## src/rtl/aes128_subbytes_seq.sv

```systemverilog
// aes128_subbytes_seq
// Runs the AES SubBytes step on a 128-bit state one byte at a time. The
// S-box itself is an external datapath with a fixed pipeline depth.
//
// Ports
//   in_clock          clock, all state updates on the rising edge
//   in_reset          synchronous active-high reset
//   in_state_valid    upstream offers a state
//   out_state_ready   block can accept a state (IDLE only)
//   in_state          state to substitute, byte i = bits [8i+7:8i]
//   out_sbox_byte     byte issued to the S-box datapath (0x00 when idle)
//   out_sbox_valid    out_sbox_byte is a live issue this cycle
//   in_sbox_byte      S-box result, LATENCY cycles after its issue
//   out_result        substituted state
//   out_result_valid  out_result is complete
//   in_result_ready   downstream takes the result
//   out_busy          high whenever the FSM is not in IDLE
//
// state | meaning
// IDLE  | waiting for a state, out_state_ready high
// ISSUE | driving one latched byte per cycle into the S-box, byte 0 first
// DRAIN | all bytes issued, waiting for the last S-box result
// DONE  | out_result complete and held until in_result_ready

module aes128_subbytes_seq #(
  parameter int LATENCY = 3
) (
  input  logic         in_clock,
  input  logic         in_reset,
  input  logic         in_state_valid,
  output logic         out_state_ready,
  input  logic [127:0] in_state,
  output logic [7:0]   out_sbox_byte,
  output logic         out_sbox_valid,
  input  logic [7:0]   in_sbox_byte,
  output logic [127:0] out_result,
  output logic         out_result_valid,
  input  logic         in_result_ready,
  output logic         out_busy
);

  typedef enum logic [1:0] {IDLE, ISSUE, DRAIN, DONE} state_e;

  state_e             state_q, state_d;
  logic [127:0]       latch_q, latch_d;
  logic [127:0]       result_q, result_d;
  logic [3:0]         issue_cnt_q, issue_cnt_d;
  logic [3:0]         cap_cnt_q, cap_cnt_d;
  logic [LATENCY-1:0] vld_q, vld_d;
  logic               tap;

  // The valid shift register mirrors the external pipeline, so its last
  // stage marks exactly the cycles where in_sbox_byte belongs to us.
  // Clearing it on reset is what keeps results of abandoned issues out.
  assign tap        = vld_q[LATENCY-1];
  assign out_result = result_q;

  always_comb begin
    state_d          = state_q;
    latch_d          = latch_q;
    result_d         = result_q;
    issue_cnt_d      = issue_cnt_q;
    cap_cnt_d        = cap_cnt_q;
    out_state_ready  = 1'b0;
    out_sbox_valid   = 1'b0;
    out_sbox_byte    = 8'h00;
    out_result_valid = 1'b0;
    out_busy         = (state_q != IDLE);

    if (tap) begin
      result_d[{cap_cnt_q, 3'b000} +: 8] = in_sbox_byte;
      if (cap_cnt_q != 4'hf) begin
        cap_cnt_d = cap_cnt_q + 4'd1;
      end
    end

    case (state_q)
      IDLE: begin
        out_state_ready = 1'b1;
        if (in_state_valid) begin
          latch_d     = in_state;
          issue_cnt_d = 4'd0;
          cap_cnt_d   = 4'd0;
          state_d     = ISSUE;
        end
      end
      ISSUE: begin
        out_sbox_valid = 1'b1;
        out_sbox_byte  = latch_q[{issue_cnt_q, 3'b000} +: 8];
        if (issue_cnt_q == 4'hf) begin
          state_d = DRAIN;
        end else begin
          issue_cnt_d = issue_cnt_q + 4'd1;
        end
      end
      DRAIN: begin
        if (tap && (cap_cnt_q == 4'hf)) begin
          state_d = DONE;
        end
      end
      DONE: begin
        out_result_valid = 1'b1;
        if (in_result_ready) begin
          state_d = IDLE;
        end
      end
      default: state_d = IDLE;
    endcase

    vld_d[0] = out_sbox_valid;
    for (int i = 1; i < LATENCY; i++) begin
      vld_d[i] = vld_q[i-1];
    end
  end

  always_ff @(posedge in_clock) begin
    if (in_reset) begin
      state_q     <= IDLE;
      latch_q     <= '0;
      result_q    <= '0;
      issue_cnt_q <= '0;
      cap_cnt_q   <= '0;
      vld_q       <= '0;
    end else begin
      state_q     <= state_d;
      latch_q     <= latch_d;
      result_q    <= result_d;
      issue_cnt_q <= issue_cnt_d;
      cap_cnt_q   <= cap_cnt_d;
      vld_q       <= vld_d;
    end
  end

endmodule
```

## config.mk

```make
export PLATFORM = sky130hd
export DESIGN_NAME = aes128_subbytes_seq
export DESIGN_NICKNAME = d
export VERILOG_FILES = /design/src/rtl/aes128_subbytes_seq.sv
export SDC_FILE = /design/constraint.sdc
export NUM_CORES = 1
export LEC_CHECK = 0
export BUFFER_PORTS_ARGS = -buffer_cell sky130_fd_sc_hd__buf_2
export CAP_MARGIN = 5
export CORE_MARGIN = 10
export CORE_UTILIZATION = 35
export CTS_BUF_LIST = sky130_fd_sc_hd__clkbuf_8
export DETAILED_ROUTE_END_ITERATION = 6
export SLEW_MARGIN = 25
export SYNTH_ARGS = -nofsm -noshare
export SYNTH_HDL_FRONTEND = slang
export SYNTH_SLANG_ARGS = --single-unit
```

## constraint.sdc

```tcl
create_clock -name in_clock -period 4.71 [get_ports in_clock]
set_clock_uncertainty 0.05 [all_clocks]
set_input_delay 0.942 -clock in_clock [delete_from_list [all_inputs] [get_ports in_clock]]
set_output_delay 0.942 -clock in_clock [all_outputs]
set_load 0.01 [all_outputs]
```

==> flow_metrics.env <==
export IMPL_grt_overflow_total=0
export IMPL_p_leak_nw=5.606
export IMPL_cpMaxStageDelayCell="nor2_1"
export IMPL_r2r_cells=6
export IMPL_grt_max_degree=114
export IMPL_track_usage=0.1764
export IMPL_core_sq_mm=0.03245
export IMPL_crit_chain="inv_1 > ha_1 > inv_1 > nor2_1 > a22oi_1 > o211ai_1 > buf_2"
export IMPL_drc_errors=0
export IMPL_worst_path_stages=7
export IMPL_max_slew_margin=0.3760
export IMPL_cts_resized=0
export IMPL_critPathCaptureType="output pin"
export IMPL_synth_cells=1299
export IMPL_worstPathMaxFanout=11
export IMPL_grt_pass1_wl_um=57640
export IMPL_fin_crit_ns=3.751
export IMPL_grt_pass1_vias=9877
export IMPL_grt_antenna_before_repair=0
export IMPL_tightest_slew_ns=0.9289
export IMPL_syn_area_sq_mm=0.01146
export IMPL_syn_area_per_cell_sq_um=8.820
export IMPL_p_per_area_mw_per_mm2=425.8
export IMPL_yosysSeqAreaShare=0.4700
export IMPL_design_die_area_sq_mm=0.04037
export IMPL_die_w_um=200.9
export IMPL_worstPathArrival_ns=2.76
export IMPL_cts_made_buffers=46
export IMPL_cts_sinks=269
export IMPL_critPathKind="flop to output pin"
export IMPL_clk_latency_ns=0.56
export IMPL_antenna_left=0
export IMPL_place_congestion=0.8392
export IMPL_synth_main_ff_cell="dfxtp_1"
export IMPL_max_freq_mhz=266.6
export IMPL_io_pins=280
export IMPL_ys_async_sr_fraction=0
export IMPL_start_util=0.3530
export IMPL_cts_buffer_depth=3
export IMPL_area_growth_pct=22.16
export IMPL_drive_above_1_share=0.2470
export IMPL_die_h_um=200.9
export IMPL_post_cts_buffers=0
export IMPL_yosys_area_top_type_share=0.4700
export IMPL_setup_violations=0
export IMPL_holdCritPathClass="flop to flop"
export IMPL_timing_final_hold_violations=0
export IMPL_fin_nets=1678
export IMPL_yosys_warnings=0
export IMPL_ctsHtreeMaxLevel=2
export IMPL_synth_area_leader_cell="dfxtp_1"
export IMPL_startpoint_type="flop"
export IMPL_cp_required_ns=3.72
export IMPL_cts_hold_buf=0
export IMPL_cts_tree="done"
export IMPL_synth_ff_latch_count=269
export IMPL_status="finished, final reports clean"
export IMPL_rows=66
export IMPL_vias=9979
export IMPL_wl_per_cell_um=18.62
export IMPL_dp_hpwl_um=27430
export IMPL_fin_crit_sh=0.7964
export IMPL_fin_tns_setup_ns=0
export IMPL_synth_edff_count=0
export IMPL_syn_nets=1448
export IMPL_slew_violations=0
export IMPL_maxCapViolations=0
export IMPL_drt_wl_total_um=37290
export IMPL_clockRootBuffer="clkbuf_8"
export IMPL_cp_buffers_inverters=3
export IMPL_portBuffers=279
export IMPL_rsz0062_at_grt="no"
export IMPL_ir_worst_vdd_mv=0.2637
export IMPL_drtIter0Drc=609
export IMPL_cpLargestDelayFamily="simple AND/OR/NAND/NOR gates"
export IMPL_crit_path_frequent_cell="inv_1"
export IMPL_path_clk_slew_ns=0.06
export IMPL_yosys_top_cells_area="dfxtp_1 (47%), mux2i_1 (11%), nand2_1 (9.4%)"
export IMPL_slowest_delay_ns=0.54
export IMPL_hold_depth=1
export IMPL_total_power_w=0.005960
export IMPL_ys_types=49
export IMPL_via_per_inst=4.985
export IMPL_drt_pass1_iter_count=4
-- metrics by stage --
| stage | hold slack, ns | utilization | setup WS, ns | instances | cell area (sq um) |
|---|---|---|---|---|---|
| after floorplan | 0.3638 | - | 1.973 | 1299 | 11460 |
| after global placement | 0.3726 | 0.4018 | 1.377 | 1922 | 13040 |
| after detailed placement | 0.3798 | 0.4022 | 1.309 | 1922 | 13050 |
| after CTS | 0.3937 | 0.4308 | 0.6899 | 2000 | 13980 |
| after global routing | 0.4083 | 0.4312 | 0.7071 | 2001 | 13990 |
| final | 0.3882 | 0.4313 | 0.9591 | 2002 | 14000 |
-- Yosys cell counts, types with 3 or more instances --
cell type,count
ha_1,9
o211ai_1,9
buf_1,4
nand2b_1,91
nor3b_1,3
clkbuf_1,82
mux4_2,16
o31ai_1,16
buf_6,3
nor3_1,5
nor2b_1,9
nor2_1,15
and2_1,5
o21ai_0,28
mux2i_1,121
nand3_1,44
a22oi_1,21
nand2_1,288
inv_1,9
a21oi_1,180
buf_2,15
dfxtp_1,269
nand4_1,17
nor2_4,7
-- placed cells by master (no fill, tap or decap), types with 2 or more instances in the layout --
cell       count
and3b_1        2
nor3b_1        3
dfxtp_1      268
clkinv_2       3
bufinv_16      3
a21oi_1      180
nand3_1       44
o21ai_0       28
buf_4          5
a22oi_1       21
a211oi_1       2
mux4_2        16
nand2_1      287
buf_6          2
nand4_1       17
nor2b_1        8
or3_1          2
a221oi_1       2
and2_1         4
nor2_4         7
buf_2        278
o31ai_1       16
nor2_1        15
nor3_1         5
xnor2_1        2
ha_1           9
mux2i_1      121
a21o_1         2
or2_2          2
clkbuf_8      54
xnor2_2        2
inv_1         25
nand2b_1      91
o211ai_1       9
-- area by class of cell --
class	instances	area [sq um]
fill	3267	18460
multi-input combinational	917	5632
sequential	269	5389
timing repair buffer	286	1459
clock buffer	54	743.2
tap	442	553.0
clock inverter	24	183.9
inverter	9	33.78
antenna	1	2.502
-- power by group --
group | internal [W] | switching, W | total [W]
sequential | 0.00250 | 0.000198 | 0.00270
clock | 0.00120 | 0.000930 | 0.00213
combinational | 0.000418 | 0.000714 | 0.00113
-- registers in the layout, summed over array words and instances (netlist names) --
name and count:
latch_q 128, vld_q 3, state_q 2, issue_cnt_q 4, out_result 128, cap_cnt_q 4
-- layer usage --
layer | up-vias | wire length (um) | GRT usage | part of all wire
met1 | 4696 | 16180 | 0.2207 | 0.43
met3 | 51 | 2556 | 0.04502 | 0.069
li1 | 4906 | - | - | -
met4 | 0 | 800 | 0.04977 | 0.021
met5 | - | 0 | 0 | 0
met2 | 326 | 17750 | 0.2935 | 0.48
-- worst paths after layout --
check,endpoint,slack (ns),startpoint
hold / removal,vld_q[2],0.39,vld_q[1]
setup reg to reg,out_result[23],1.76,cap_cnt_q[0]
hold reg to reg,vld_q[2],0.39,vld_q[1]
setup / recovery,out_sbox_byte[5],0.96,state_q[1]
-- cell families after synthesis --
kind of cell,share of synthesized area
AND/OR/NAND/NOR,0.2074
flip-flops,0.4700
AO/OA/AOI/OAI,0.1306
multiplexers,0.1372
buffers and inverters,0.04062
adder cells (fa/ha/maj),0.009829
XOR/XNOR,0.004368
-- worst reg2reg max path, stage by stage (launching register included) --
cell and delay (ns):
dfxtp_1 0.61, inv_1 0.22, ha_1 0.46, nor2b_1 0.56, nand2_1 0.35, a21o_1 0.41, mux2i_1 0.18
Note: power is estimated with default switching activity, not from simulation.
